<file path="src/rtl/ehgu_sync_fifo_ctrl.sv">
// FIFO controller for an external dual-port memory: pointers, level count, flags,
// sticky errors, synchronous flush and a read-data-valid pipeline.
module ehgu_sync_fifo_ctrl #(
  parameter int WIDTH     = 8,
  parameter int DEPTH     = 128,
  parameter int AWIDTH    = 8,
  parameter int AFULL_TH  = DEPTH - 4,
  parameter int AEMPTY_TH = 4,
  parameter int RD_LAT    = 1
) (
  input  logic              clk,
  input  logic              rstn,
  input  logic              en,
  input  logic              flush,
  input  logic              push,
  input  logic              pop,
  output logic              wenable,
  output logic [AWIDTH-1:0] waddr,
  output logic              renable,
  output logic [AWIDTH-1:0] raddr,
  output logic              rvalid,
  output logic [AWIDTH:0]   count,
  output logic              full,
  output logic              empty,
  output logic              afull,
  output logic              aempty,
  output logic              overflow,
  output logic              underflow
);

  localparam logic [AWIDTH:0]   L_DEPTH  = (AWIDTH + 1)'(DEPTH);
  localparam logic [AWIDTH:0]   L_AFULL  = (AWIDTH + 1)'(AFULL_TH);
  localparam logic [AWIDTH:0]   L_AEMPTY = (AWIDTH + 1)'(AEMPTY_TH);
  localparam logic [AWIDTH-1:0] L_LAST   = AWIDTH'(DEPTH - 1);

  // WIDTH only describes the attached memory; nothing here depends on it.
  if (WIDTH < 1) begin : g_width_guard
  end

  logic [AWIDTH-1:0] r_waddr;
  logic [AWIDTH-1:0] r_raddr;
  logic [AWIDTH:0]   r_count;
  logic              r_full;
  logic              r_empty;
  logic              r_afull;
  logic              r_aempty;
  logic              r_ovf;
  logic              r_udf;
  logic [RD_LAT-1:0] r_rv_pipe;

  logic              w_wen;
  logic              w_ren;
  logic              w_ovf_ev;
  logic              w_udf_ev;
  logic [AWIDTH:0]   w_count_next;

  // rstn gating keeps the enables quiet while reset is held.
  assign w_wen    = rstn & en & push & ~r_full  & ~flush;
  assign w_ren    = rstn & en & pop  & ~r_empty & ~flush;
  assign w_ovf_ev = en & push & r_full  & ~flush;
  assign w_udf_ev = en & pop  & r_empty & ~flush;

  always_comb begin
    w_count_next = r_count;
    if (w_wen && !w_ren) begin
      w_count_next = r_count + 1'b1;
    end else if (w_ren && !w_wen) begin
      w_count_next = r_count - 1'b1;
    end
  end

  always_ff @(posedge clk or negedge rstn) begin
    if (!rstn) begin
      r_waddr   <= '0;
      r_raddr   <= '0;
      r_count   <= '0;
      r_full    <= 1'b0;
      r_empty   <= 1'b1;
      r_afull   <= 1'b0;
      r_aempty  <= 1'b1;
      r_ovf     <= 1'b0;
      r_udf     <= 1'b0;
      r_rv_pipe <= '0;
    end else if (flush) begin
      r_waddr   <= '0;
      r_raddr   <= '0;
      r_count   <= '0;
      r_full    <= 1'b0;
      r_empty   <= 1'b1;
      r_afull   <= 1'b0;
      r_aempty  <= 1'b1;
      r_ovf     <= 1'b0;
      r_udf     <= 1'b0;
      r_rv_pipe <= '0;
    end else begin
      // Explicit wrap so non-power-of-two depths work without modulo.
      if (w_wen) begin
        r_waddr <= (r_waddr == L_LAST) ? '0 : r_waddr + 1'b1;
      end
      if (w_ren) begin
        r_raddr <= (r_raddr == L_LAST) ? '0 : r_raddr + 1'b1;
      end
      r_count  <= w_count_next;
      r_full   <= (w_count_next == L_DEPTH);
      r_empty  <= (w_count_next == '0);
      r_afull  <= (w_count_next >= L_AFULL);
      r_aempty <= (w_count_next <= L_AEMPTY);
      r_ovf    <= r_ovf | w_ovf_ev;
      r_udf    <= r_udf | w_udf_ev;
      for (int i = RD_LAT - 1; i > 0; i--) begin
        r_rv_pipe[i] <= r_rv_pipe[i-1];
      end
      r_rv_pipe[0] <= w_ren;
    end
  end

  assign wenable   = w_wen;
  assign renable   = w_ren;
  assign waddr     = r_waddr;
  assign raddr     = r_raddr;
  assign rvalid    = r_rv_pipe[RD_LAT-1];
  assign count     = r_count;
  assign full      = r_full;
  assign empty     = r_empty;
  assign afull     = r_afull;
  assign aempty    = r_aempty;
  assign overflow  = r_ovf;
  assign underflow = r_udf;

endmodule

</file>
<file path="config.mk">
export PLATFORM = sky130hd
export DESIGN_NAME = ehgu_sync_fifo_ctrl
export DESIGN_NICKNAME = d
export VERILOG_FILES = /design/src/rtl/ehgu_sync_fifo_ctrl.sv
export SDC_FILE = /design/constraint.sdc
export NUM_CORES = 1
export LEC_CHECK = 0
export CORE_MARGIN = 5
export CORE_UTILIZATION = 32
export CTS_CLUSTER_DIAMETER = 40
export DETAILED_ROUTE_END_ITERATION = 10
export PLACE_DENSITY_LB_ADDON = 0.12
export SLEW_MARGIN = 20
export SYNTH_ARGS = -nofsm -noshare
export SYNTH_HDL_FRONTEND = slang
export SYNTH_SLANG_ARGS = --single-unit
</file>
<file path="constraint.sdc">
create_clock -name clk -period 5.1 [get_ports clk]
set_clock_uncertainty 0.2 [all_clocks]
set_input_delay 1.02 -clock clk [delete_from_list [all_inputs] [get_ports clk]]
set_output_delay 1.02 -clock clk [all_outputs]
set_load 0.01 [all_outputs]
</file>
==> summary.md <==
| Metric | Value |
|---|---|
| Psw | `0.133 mW` |
| Routed WL | `4760 um` |
| Hold wc startpoint | `waddr[7]` |
| Worst R2R Start | `count[0]` |
| Rel. slew slack | `59.7%` |
| DRT iter0 DRCs | `120` |
| WP data arrival | `2780 ps` |
| RSZ-0062 raised after global routing | `no` |
| # IOs | `40` |
| Sw frac | `23.8%` |
| Share of Yosys cell area claimed by the top area cell type | `41.2%` |
| Worst hold path type | `reg2reg` |
| Drt via density | `5.08` |
| TritonRoute pass-1 iters | `4` |
| Combinational power share | `10.1%` |
| # clock sinks | `32` |
| LEAKAGE | `1.00 nW` |
| Peak supply drop | `112 uV` |
| Resize count post-CTS | `0` |
| Cell breakdown of the critical path | `clkdlybuf4s50_1 > nand3b_1 > nor2_1 > clkdlybuf4s50_1` |
| Final hold violation count | `0` |
| Clock Tree Root | `clkbuf_8` |
| Fin crit period | `4000 ps` |
| Yosys warning total | `0` |
| # fillers | `556` |
| Postcts setup bufs | `0` |
| Antenna Cells | `0` |
| Worst Setup SP | `en` |
| MaxCap Viol Count | `0` |
| Synth top area cells | `dfrtp_1, nor2_1, xnor2_1, nand3_1, and3_1` |
| Layout net count | `251` |
| Critical Path RT | `3880 ps` |
| Area Overhead vs Synth | `30.2%` |
| Period utilization | `78.4%` |
| Die span in y | `85.4 um` |
| Seq pwr share | `47.0%` |
| Layout Cells excl Fill | `314` |
| Setup total negative slack | `0 ps` |
| Syn avg cell area | `9.01 um2` |
| IO buf count | `39` |
| Fraction of registers with async set/reset | `100%` |
| P_int | `0.427 mW` |
| Post-synth top area cell | `dfrtp_1` |
| CP max stage delay | `600 ps` |
| Routability cong. | `0.784` |
| First-pass GRT wire length | `8050 um` |
| Clock-pin slew on the worst setup and hold paths | `70 ps` |
| Fmax | `250 MHz` |
| Antenna violations before repair | `0` |
| Die area | `0.00730 mm2` |
| Cell Area, Synth | `0.00182 mm2` |
| Worst-margin pin slew | `600 ps` |
| Top_reg_cell synth | `dfrtp_1` |
| Starting Density | `33.1%` |
| Remaining DRCs | `0` |
| Worst-skew pair later-pin latency | `280 ps` |
| Netlist cell types | `44` |
| Post-synth top cells | `nor2_1, dfrtp_1, nand2_1, nand3_1` |
| Largest net degree at the start of global routing | `37` |
| Outcome | `finished, final reports clean` |
| P per Cell Area | `236 mW/mm2` |
| Clk pwr share | `42.9%` |
| Final Slew Violations | `0` |
| Family with the most delay on the worst path | `buffers and inverters` |
| Worst path most repeated cell | `clkdlybuf4s50_1` |
| Mapped Cells | `202` |
| Final setup violation count | `0` |
| CTS Hold Bufs | `0` |
| Via count | `1596` |
| CP Capture Type | `primary output` |
| Inst Count DP | `306` |
| Core Region | `0.00551 mm2` |
| DPL Wire Length | `3420 um` |
| Synth Register Bits | `32` |
| Bufs and invs on worst path | `2` |
| Post-DRT Antenna Nets | `0` |
| Syn_nets | `212` |
| CP startpoint kind | `input port` |
| Num CTS Buffers | `5` |
| Critical path fanouts, max | `7` |
| Fraction of layout cells with a size suffix above 1 | `7.02%` |
| Number of global-route vias before repair | `1567` |
| Site row count | `27` |
| Count leader, synth | `nor2_1` |
| H-tree levels | `2` |
| WL/cell | `15.1 um` |
| EDFF count, synth | `0` |
| Die X | `85.4 um` |
| Tot GR Track Use | `13.7%` |
| Gr ovfl total | `0` |
| Worst-case clock buffer depth | `2` |
| CP max stage cell | `clkdlybuf4s50_1` |
| Register area share after synthesis | `44.1%` |
| TritonCTS clock tree | `yes` |
| Setup CP Type | `in2out` |
metrics by stage:
step	setup WS (ps)	hold WS [ps]	power [mW]	instance area (um2)	util [%]
finish	1100	326	0.560	2370	43.0
global route	968	361	0.586	2370	43.0
CTS	1080	329	0.569	2370	43.0
detailed placement	1070	310	0.325	2260	41.1
global placement	1140	311	0.325	2260	41.1
floorplan	2260	323	0.299	1820	-
metal layers:
| metal | GRT usage, % | routed length (um) | vias up | part of all wire [%] |
|---|---|---|---|---|
| met5 | 0 | 0 | - | 0 |
| met4 | 3.88 | 71 | 0 | 1.5 |
| met3 | 3.30 | 176 | 10 | 3.7 |
| met2 | 19.6 | 2080 | 38 | 44 |
| met1 | 20.3 | 2430 | 763 | 51 |
| li1 | - | - | 785 | - |
registers in the layout, indices dropped and copies added, names as in the netlist:
register / flops
raddr: 8
aempty: 1
overflow: 1
underflow: 1
full: 1
rvalid: 1
afull: 1
waddr: 8
empty: 1
count: 9
power groups by stage:
stage	logic (mW)	clock network (mW)	registers (mW)
finish	0.0565	0.240	0.263
detailed placement	0.0569	0	0.268
global placement	0.0567	0	0.268
global route	0.0634	0.259	0.264
CTS	0.0571	0.249	0.263
floorplan	0.0307	0	0.268
cell type report:
| class | instances | area [um2] | area share, % |
|---|---|---|---|
| multi-input cells | 156 | 945 | 39.9 |
| flip-flops and latches | 32 | 803 | 33.9 |
| clock inverters | 2 | 35.0 | 1.48 |
| clock buffers | 6 | 72.6 | 3.06 |
| repair buffers | 41 | 405 | 17.1 |
| well taps | 72 | 90.1 | 3.80 |
| inverters | 5 | 18.8 | 0.792 |
logic make-up after synthesis:
family	after synthesis	share of synthesized area [%]
buf+inv	14	3.99
compound gates	33	11.7
flops	32	44.1
mux	1	0.550
xor+xnor	14	6.74
fa+ha+maj	4	2.75
simple gates	104	30.2
cell usage in the layout, fill, tap and decap left out, types with 7 or more instances in the layout:
| master | Yosys | layout |
|---|---|---|
| nand3_1 | 14 | 14 |
| and3_1 | 9 | 9 |
| xnor2_1 | 9 | 9 |
| o21ai_0 | 9 | 9 |
| nand4_1 | 7 | 7 |
| nor2_1 | 34 | 34 |
| dfrtp_1 | 30 | 30 |
| clkdlybuf4s50_1 | 0 | 39 |
| nand2_1 | 14 | 14 |
final timing paths:
path                            end  slack (ps)  cells after the start
max reg2reg                  aempty        2750                      8
max in group asynchronous    aempty        3330                      2
min in group asynchronous  waddr[5]        1030                      2
min reg2reg                waddr[7]         330                      1
min                        waddr[7]         330                      1
max                         renable        1100                      4
(Power assumes the default switching activity.)
